[src/rtl/jtframe_rom_pkg.sv]
// Shared constants, arbiter state encoding and byte-lane helper for the ROM read arbiter.
package jtframe_rom_pkg;

    localparam int unsigned SDRAM_AW = 22;
    localparam int unsigned DATA_W   = 16;

    typedef enum logic [1:0] {
        ST_IDLE = 2'd0,
        ST_REQ  = 2'd1,
        ST_WAIT = 2'd2
    } arb_state_t;

    // 16-bit slots see the whole word; 8-bit slots get one byte on the low lane
    function automatic logic [DATA_W-1:0] byte_sel(
        input logic [DATA_W-1:0] data,
        input logic              is16,
        input logic              hi
    );
        if (is16) begin
            return data;
        end
        return {8'h00, (hi ? data[15:8] : data[7:0])};
    endfunction

endpackage

[src/rtl/jtframe_rom_slotc.sv]
// One-entry read cache for a single slot: hit compare, byte select and pending flag.
module jtframe_rom_slotc
    import jtframe_rom_pkg::*;
#(
    parameter int unsigned AW   = 18,
    parameter bit          DW16 = 1'b0
) (
    input  logic              clk,
    input  logic              rst,
    input  logic              downloading,
    input  logic              cs,
    input  logic [AW-1:0]     addr,
    input  logic              fill,
    input  logic [AW-1:0]     fill_addr,
    input  logic [DATA_W-1:0] fill_data,
    output logic [DATA_W-1:0] dout,
    output logic              ok,
    output logic              req_c,
    output logic [AW-1:0]     word_c
);

    logic              valid;
    logic              pending;
    logic [AW-1:0]     cache_addr;
    logic [DATA_W-1:0] cache_data;
    logic              hit_c;
    logic              byp_c;

    // Word address, hit against the cache, hit against the word being written this cycle
    always_comb begin
        word_c = DW16 ? addr : AW'(addr >> 1);
        hit_c  = valid && (cache_addr == word_c);
        byp_c  = fill && (fill_addr == word_c);
        // An active miss asks for service; an abandoned miss still completes its pending fetch
        req_c  = !downloading && (cs ? !hit_c : pending);
    end

    // Cache contents, pending flag and registered data/ok
    always_ff @(posedge clk or posedge rst) begin
        if (rst) begin
            valid      <= 1'b0;
            pending    <= 1'b0;
            cache_addr <= '0;
            cache_data <= '0;
            ok         <= 1'b0;
            dout       <= '0;
        end else if (downloading) begin
            valid      <= 1'b0;
            pending    <= 1'b0;
            ok         <= 1'b0;
        end else begin
            if (fill) begin
                valid      <= 1'b1;
                cache_addr <= fill_addr;
                cache_data <= fill_data;
                pending    <= 1'b0;
            end else if (cs && !hit_c) begin
                pending    <= 1'b1;
            end
            ok <= cs && (byp_c || hit_c);
            if (cs && byp_c) begin
                dout <= byte_sel(fill_data, DW16, addr[0]);
            end else if (cs && hit_c) begin
                dout <= byte_sel(cache_data, DW16, addr[0]);
            end
        end
    end

endmodule

[src/rtl/jtframe_rom_arbn.sv]
// N-slot ROM read arbiter: per-slot caches sharing one SDRAM read port, one transaction at a time.
module jtframe_rom_arbn
    import jtframe_rom_pkg::*;
#(
    parameter int unsigned                  SLOTS  = 4,
    parameter int unsigned                  AW     = 18,
    parameter logic [SLOTS-1:0]             DW16   = '0,
    parameter logic [SLOTS*SDRAM_AW-1:0]    OFFSET = '0,
    parameter int unsigned                  RR     = 0
) (
    input  logic                     clk,
    input  logic                     rst,
    input  logic                     downloading,
    input  logic [SLOTS-1:0]         slot_cs,
    input  logic [SLOTS*AW-1:0]      slot_addr,
    output logic [SLOTS*DATA_W-1:0]  slot_dout,
    output logic [SLOTS-1:0]         slot_ok,
    output logic                     sdram_req,
    input  logic                     sdram_ack,
    output logic [SDRAM_AW-1:0]      sdram_addr,
    input  logic                     data_dst,
    input  logic                     data_rdy,
    input  logic [DATA_W-1:0]        data_read
);

    localparam int unsigned IW = (SLOTS > 1) ? $clog2(SLOTS) : 1;

    arb_state_t            state;
    logic [IW-1:0]         grant;
    logic [IW-1:0]         last;
    logic [AW-1:0]         wlat;
    logic [SLOTS-1:0]      req_c;
    logic [SLOTS-1:0]      fill_c;
    logic [SLOTS*AW-1:0]   word_c;
    logic [IW-1:0]         gsel_c;
    logic [IW-1:0]         idx_c;
    logic                  gany_c;
    logic [AW-1:0]         gword_c;
    logic [SDRAM_AW-1:0]   goff_c;
    logic                  dst_unused;

    // Data phase start is a monitor-only strobe
    assign dst_unused = data_dst;

    for (genvar i = 0; i < SLOTS; i++) begin : g_slot
        // Only the granted slot takes the returned word, and only while the fetch is still live
        assign fill_c[i] = (state == ST_WAIT) && data_rdy && !downloading && (grant == IW'(i));

        jtframe_rom_slotc #(
            .AW   (AW),
            .DW16 (DW16[i])
        ) u_slot (
            .clk         (clk),
            .rst         (rst),
            .downloading (downloading),
            .cs          (slot_cs[i]),
            .addr        (slot_addr[i*AW +: AW]),
            .fill        (fill_c[i]),
            .fill_addr   (wlat),
            .fill_data   (data_read),
            .dout        (slot_dout[i*DATA_W +: DATA_W]),
            .ok          (slot_ok[i]),
            .req_c       (req_c[i]),
            .word_c      (word_c[i*AW +: AW])
        );
    end

    // Pick the next slot to serve: highest index, or first after the last grant when rotating
    always_comb begin
        gsel_c  = '0;
        gany_c  = 1'b0;
        idx_c   = '0;
        gword_c = '0;
        goff_c  = '0;
        if (RR == 0) begin
            for (int unsigned i = 0; i < SLOTS; i++) begin
                if (req_c[IW'(i)]) begin
                    gsel_c = IW'(i);
                    gany_c = 1'b1;
                end
            end
        end else begin
            // Walk farthest-first so the nearest requester after the last grant wins
            for (int unsigned k = SLOTS; k >= 1; k--) begin
                idx_c = IW'((32'(last) + k) % SLOTS);
                if (req_c[idx_c]) begin
                    gsel_c = idx_c;
                    gany_c = 1'b1;
                end
            end
        end
        for (int unsigned i = 0; i < SLOTS; i++) begin
            if (gsel_c == IW'(i)) begin
                gword_c = word_c[i*AW +: AW];
                goff_c  = OFFSET[i*SDRAM_AW +: SDRAM_AW];
            end
        end
    end

    // SDRAM transaction sequencer
    always_ff @(posedge clk or posedge rst) begin
        if (rst) begin
            state      <= ST_IDLE;
            sdram_req  <= 1'b0;
            sdram_addr <= '0;
            grant      <= '0;
            last       <= '0;
            wlat       <= '0;
        end else begin
            case (state)
                ST_IDLE: begin
                    sdram_req <= 1'b0;
                    if (!downloading && gany_c) begin
                        state      <= ST_REQ;
                        sdram_req  <= 1'b1;
                        grant      <= gsel_c;
                        last       <= gsel_c;
                        wlat       <= gword_c;
                        sdram_addr <= goff_c + SDRAM_AW'(gword_c);
                    end
                end
                ST_REQ: begin
                    if (downloading) begin
                        state     <= ST_IDLE;
                        sdram_req <= 1'b0;
                    end else if (sdram_ack) begin
                        state     <= ST_WAIT;
                        sdram_req <= 1'b0;
                    end
                end
                ST_WAIT: begin
                    sdram_req <= 1'b0;
                    if (downloading || data_rdy) begin
                        state <= ST_IDLE;
                    end
                end
                default: begin
                    state     <= ST_IDLE;
                    sdram_req <= 1'b0;
                end
            endcase
        end
    end

endmodule
[config.mk]
export PLATFORM = sky130hd
export DESIGN_NAME = jtframe_rom_arbn
export DESIGN_NICKNAME = d
export VERILOG_FILES = /design/src/rtl/jtframe_rom_pkg.sv /design/src/rtl/jtframe_rom_slotc.sv /design/src/rtl/jtframe_rom_arbn.sv
export SDC_FILE = /design/constraint.sdc
export NUM_CORES = 1
export LEC_CHECK = 0
export ABC_AREA = 1
export CAP_MARGIN = 20
export CORE_MARGIN = 4
export CORE_UTILIZATION = 50
export DETAILED_ROUTE_END_ITERATION = 10
export PLACE_DENSITY_LB_ADDON = 0.15
export SYNTH_ARGS = -nofsm -noshare
export SYNTH_HDL_FRONTEND = slang
export SYNTH_SLANG_ARGS = --single-unit
[constraint.sdc]
create_clock -name clk -period 16.8 [get_ports clk]
set_input_delay 4.2 -clock clk [delete_from_list [all_inputs] [get_ports clk]]
set_output_delay 4.2 -clock clk [all_outputs]
set_load 0.01 [all_outputs]
# [Word level (Yosys, flattened, before mapping)]
# Cells that the tools add are included.
[op_classes] addsub=0 shifts=0 eq_ne=19 bitwise=1 muxes=64 n_lt_le_gt_ge=0 div=0 mul=0 reduce_logical=70
[op_table] operator="$eq 18x17->1" count=8
[op_table] operator="$mux 16" count=8
[op_table] operator="$mux 8" count=8
[op_table] operator="$mux 18" count=3
[op_table] operator="$mux 1" count=36
[op_table] operator="$logic_and 1x1->1" count=35
[op_table] operator="$reduce_and 2->1" count=9
[op_table] operator="$mux 17" count=1
[op_table] operator="$reduce_bool 2->1" count=8
[op_table] operator="$mux 2" count=6
[op_table] operator="$reduce_bool 3->1" count=4
[op_table] operator="$eq 2x2->1 const B" count=5
[op_table] operator="$eq 2x1->1 const B" count=3
[op_table] operator="$logic_not 2->1" count=3
[op_table] operator="$pmux 2 s3" count=1
[op_table] operator="$logic_not 1->1" count=5
[op_table] operator="$logic_or 1x1->1" count=5
[op_table] operator="$ne 3x3->1 const B" count=1
[op_table] operator="$reduce_and 3->1" count=1
[op_table] operator="$ne 2x1->1 const B" count=1
[op_table] operator="$ne 2x2->1 const B" count=1
[op_table] operator="$pmux 1 s2" count=1
[op_table] operator="$not 1->1" count=1
[totals] latch_bits=0 ramBits=0 word_cells=182 in_bits=98 mem_bits_ro=0 out_inout_bits=91 n_memories=0 ff_bits=235

# [Logic depth before layout (Yosys ltp)]
[depth] ltp_word=13 depth_mapped=15 depth_no_buf=14

# [Modules after synthesis]
# From an unflattened synthesis, not the netlist that was laid out.
[hier_totals] cells_unflattened=1925 hier_area_um2=13529.2
[by_module_without_submodules] module="jtframe_rom_slotc" area_per_inst_um2=2932.8 seq_area_each_um2=1126.1 instances=4 cells_each=406
[by_module_without_submodules] module="jtframe_rom_arbn" area_per_inst_um2=1798.0 seq_area_each_um2=575.6 instances=1 cells_each=301

# [Worst setup path before layout]
# No wires, ideal clock.
[synth_path] kind="input to register" startpoint="input slot_addr[34]" endpoint="register wlat[7]" setup_time_ns=0.121 slack_ns=11.198 required_time_ns=16.679 n_path_buf=3 arrival_time_ns=5.480 path_stages=13 cell_sequence="buf_2 o21ai_0 nand3b_1 nor2_2 nand3_2 nand2_4 buf_8 nand2_2 nand4_4 clkinv_4 buf_12 nand2_2 nand3_2"
[synth_between] elab_chain_len=13 elab_cells_between_ends=21 classes_between="eq/ne (4); mux (11); reduce/logical (6)"
[synth_rtl] item="start: declaration" line="jtframe_rom_arbn.sv:15" text="input logic [SLOTS*AW-1:0] slot_addr,"
[synth_rtl] item="$eq 18x17->1 (*)" line="jtframe_rom_slotc.sv:32" text="hit_c = valid && (cache_addr == word_c);"
[synth_rtl] item="$logic_and 1x1->1 (*)" line="jtframe_rom_slotc.sv:32"
[synth_rtl] item="$logic_not 1->1 (*)" line="jtframe_rom_slotc.sv:35" text="req_c = !downloading && (cs ? !hit_c : pending);"
[synth_rtl] item="$mux 1 (*)" line="jtframe_rom_slotc.sv:35"
[synth_rtl] item="$logic_and 1x1->1 (*)" line="jtframe_rom_slotc.sv:35"
[synth_rtl] item="$mux 1" line="jtframe_rom_arbn.sv:77" text="if (req_c[IW'(i)]) begin"
[synth_rtl] item="$mux 2 (2 in a row)" line="jtframe_rom_arbn.sv:77"
[synth_rtl] item="$logic_not 2->1" line="jtframe_rom_arbn.sv:93" text="if (gsel_c == IW'(i)) begin"
[synth_rtl] item="$mux 17" line="jtframe_rom_arbn.sv:93"
[synth_rtl] item="$mux 18 (3 in a row)" line="jtframe_rom_arbn.sv:93"
[synth_rtl] item="end signal: assignment" line="jtframe_rom_arbn.sv:118" text="wlat <= gword_c;"
[synth_rtl] item="end: declaration" line="jtframe_rom_arbn.sv:31" text="logic [AW-1:0] wlat;"
# Mark *: on every way between the ends. The rest lies on a longest branch, timed or not.
# A chain may end at the register's enable or synchronous reset.

# [Worst setup path after layout]
[layout_path] startpoint="input slot_addr[56]" endpoint="register wlat[16]"
[layout_between] elab_chain_len=11 elab_cells_between_ends=17 classes_between="eq/ne (4); mux (7); reduce/logical (6)"
[layout_rtl] item="$eq 18x17->1 (*)" line="jtframe_rom_slotc.sv:32"
[layout_rtl] item="$logic_and 1x1->1 (*)" line="jtframe_rom_slotc.sv:32"
[layout_rtl] item="$logic_not 1->1 (*)" line="jtframe_rom_slotc.sv:35"
[layout_rtl] item="$mux 1 (*)" line="jtframe_rom_slotc.sv:35"
[layout_rtl] item="$logic_and 1x1->1 (*)" line="jtframe_rom_slotc.sv:35"
[layout_rtl] item="$mux 2" line="jtframe_rom_arbn.sv:77"
[layout_rtl] item="$logic_not 2->1" line="jtframe_rom_arbn.sv:93"
[layout_rtl] item="$mux 17" line="jtframe_rom_arbn.sv:93"
[layout_rtl] item="$mux 18 (3 in a row)" line="jtframe_rom_arbn.sv:93"
# Marks and branches as above.

==> metrics.yaml <==
ff2ff_path_depth: 10
tns_ns: 0
core_um2: 24500
intPower_uw: 1020
status: "finished, final reports clean"
wl_per_cell_um: 18.8
async_flop_share_pct: 100
grt_max_degree: 102
ant_nets: 0
gp_congestion: 0.970
crit_path_max_fanout: 39
skew_ns: 0.0181
endpoint_kind: "flip-flop"
fmax_ghz: 0.148
r2r-start: "wlat[5]"
switching_share_pct: 41.8
cts-hold-fix-buffers: 0
p_sw_uw: 734
grt_pass1_vias: 11095
post-route-period-util_pct: 40.2
clk_path_buf_depth: 2
slew_violations: 0
hold_class: "flip-flop to flip-flop"
maxSlewHeadroom_pct: 37.1
drcViolationCount: 0
synth_cell_types: 51
drt_iter0_markers: 1271
maxCapViolations: 0
cp.required_ns: 17.14
layout-drive-gt1-share_pct: 7.93
min_from: "g_slot[2].u_slot.dout[7]"
chipHeight_um: 166
core.rowCount: 57
yosys_register_bits: 198
synth_top_area_share_pct: 39.6
netlist.top_cell.by_area: "dfrtp_1"
synth_edf_count: 0
tightest_slew_ns: 0.941
cts.sink_count: 198
comb_power_share_pct: 34.7
drt-vias-per-instance: 5.49
first_pass_iters: 7
cts_tree: "done"
fillCellCount: 2337
clk_pin_slew_ns: 0.08
postSynthAreaPerCell_um2: 7.11
p_clk_share_pct: 24.1
startpoint_type: "primary input"
n_antenna_cell: 0
grt_pass1_wl_um: 63800
layout_min_cycle_time_ns: 6.76
timing.rr.end: "g_slot[1].u_slot.dout[7]"
synth-main-ff-cell: "dfrtp_1"
finalHoldViolCount: 0
vias: 12019
clock_latency_ns: 0.45
hold_depth: 2
r2r_slack_ns: 13.95
power_density_nw_per_um2: 121
h-tree-depth: 4
cp.arrival_ns: 7.10
antenna_found_initial: 1
rsz0062_at_grt: "no"
die_x_um: 166
areaGrowthSynthToFinish_pct: 15.9
synthCells: 1760
grt_usage_pct: 29.3
io_pins: 189
synth_seq_area_share_pct: 39.6
finalNetCount: 1952
root_buffer: "clkbuf_16"
setup_viol: 0
die-area_um2: 27600
synth_area_leaders: "dfrtp_1 (40%), nand2_1 (18%), o21ai_0 (6.8%), inv_1 (4.4%), nand3_1 (4.3%)"
dp_hpwl_um: 29900
syn-cell-area_um2: 12500
postCtsResizedCells: 0
peakVddDrop_mv: 0.0555
cts_setup_buffers: 0
worst-setup-path-type: "primary input to flip-flop"
ys_warn_count: 0
p_seq_share_pct: 41.2
post-place-cells: 2159
initial_core_util_pct: 51.2
wirelength_um: 41100
io_buffer_count: 150
worst_hold_path.endpoint: "g_slot[2].u_slot.dout[7]"
cts_made_buffers: 17
leakagePower_uw: 0.00706
layout.cells.non_filler: 2191
grt-ovfl-total: 0
## final cells by class
cell class	count	area, um^2	share of cell area (%)
clock buffer	18	429	2.96
clock inverter	14	183	1.26
inverter	177	682	4.70
multi-input combinational	1303	6290	43.4
sequential	198	4950	34.2
tap	324	405	2.80
timing repair buffer	157	1550	10.7
## metal layers
metal | global-route usage [%] | share of wire, %
met4 | 9.97 | 3.1
met3 | 6.36 | 9.6
met1 | 43.8 | 45
met2 | 42.3 | 42
met5 | 0 | 0.032
## power by group through the flow
stage,logic [uW],registers [uW],clock network (uW)
floorplan,429,667,0
global placement,590,722,0
detailed placement,599,725,0
CTS,602,717,431
global route,680,733,451
finish,609,723,423
## per-stage QoR
step / cell area, um^2 / total power (uW) / worst slack, ns / util, % / hold WS (ns)
after floorplan: 12600 / 1100 / 7.20 / - / 0.448
final: 14500 / 1750 / 10.04 / 59.3 / 0.481
after CTS: 14500 / 1750 / 10.11 / 59.3 / 0.486
after global placement: 13900 / 1310 / 9.65 / 56.8 / 0.461
after detailed placement: 13900 / 1320 / 9.65 / 56.8 / 0.464
after global routing: 14500 / 1860 / 9.82 / 59.3 / 0.500
## sequential cells by signal, indices dropped and copies added (netlist names)
name / cells
state: 2
g_slot.u_slot.cache_addr: 68
g_slot.u_slot.ok: 4
g_slot.u_slot.valid: 4
sdram_req: 1
g_slot.u_slot.pending: 4
g_slot.u_slot.cache_data: 64
grant: 2
g_slot.u_slot.dout: 32
wlat: 17
## cells in the final DEF (no fill, tap or decap), types with 3 or more instances in the layout
master | synthesis | routed
o22ai_1 | 8 | 8
a21oi_1 | 17 | 17
buf_4 | 43 | 7
inv_2 | 26 | 26
mux2_2 | 24 | 24
conb_1 | 1 | 37
nand2_4 | 3 | 3
clkinv_8 | 0 | 7
xor2_1 | 22 | 22
a211oi_1 | 5 | 5
o21ai_1 | 28 | 28
nor2_2 | 8 | 8
nand2_2 | 20 | 20
dfrtp_1 | 198 | 198
nor4_1 | 17 | 17
nor2_1 | 98 | 98
nor3_1 | 17 | 17
inv_6 | 0 | 4
o211ai_1 | 3 | 3
nand2_1 | 599 | 599
o21ai_0 | 171 | 171
xnor2_1 | 16 | 16
o21a_1 | 8 | 8
clkdlybuf4s50_1 | 0 | 150
clkbuf_16 | 0 | 17
nand3_1 | 107 | 105
clkinv_4 | 1 | 3
nand3b_1 | 6 | 6
o2111ai_1 | 7 | 7
nand4_1 | 49 | 49
inv_1 | 148 | 147
nand3_2 | 16 | 18
## worst max-delay path by stage
stage | slack [ns] | start | endpoint | cells past startpoint
2_1_floorplan | 7.20 | rst | g_slot[0].u_slot.cache_addr[0] | 1
3_3_place_gp | 9.65 | downloading | wlat[16] | 10
3_5_place_dp | 9.65 | downloading | wlat[16] | 10
4_1_cts | 10.11 | downloading | wlat[16] | 10
5_1_grt | 9.82 | slot_addr[58] | wlat[16] | 14
6_report | 10.04 | slot_addr[56] | wlat[16] | 14
## synthesized netlist by cell type, types with 2 or more instances
master / count
buf_4: 43
xor2_1: 22
buf_6: 10
nand3_2: 16
buf_1: 2
dfrtp_1: 198
nor2_1: 98
o21ai_1: 28
or2_2: 2
nor2_2: 8
nand2_2: 20
nand4_1: 49
mux2_2: 24
nor4_1: 17
nand3b_1: 6
buf_2: 19
nand2_1: 599
nor3_1: 17
a21oi_1: 17
xnor2_1: 16
o22ai_1: 8
clkbuf_2: 3
o211ai_1: 3
inv_4: 2
inv_2: 26
o2111ai_1: 7
inv_1: 148
nand3_1: 107
nand2_4: 3
o21a_1: 8
nand4_4: 2
clkbuf_1: 39
o21ai_0: 171
a211oi_1: 5
## worst max-delay path, cell delays in order
cell and delay, ns:
clkdlybuf4s50_1 0.63, inv_2 0.07, nand2_1 0.06, nand2_1 0.04, nor2_1 0.11, nand2_1 0.07, nor2_2 0.11, nand4_1 0.15
nand2_2 0.62, nand4_4 0.45, nand2_4 0.38, nor2_1 0.07, nand2_1 0.06, nand2_1 0.04
## kinds of logic (layout without fill, tap and decap cells)
| family | Yosys count | count (layout) | synth area share, % |
|---|---|---|---|
| AOI/OAI and AO/OA | 254 | 254 | 11.0 |
| xor gates and xnor gates | 38 | 38 | 2.66 |
| muxes | 24 | 24 | 2.16 |
| DFF | 198 | 198 | 39.6 |
| other | 1 | 37 | 0.0300 |
| buffers and inverters | 295 | 366 | 11.3 |
| and+or+nand+nor | 950 | 950 | 33.3 |
No activity file was read; power rests on OpenSTA's default activity.
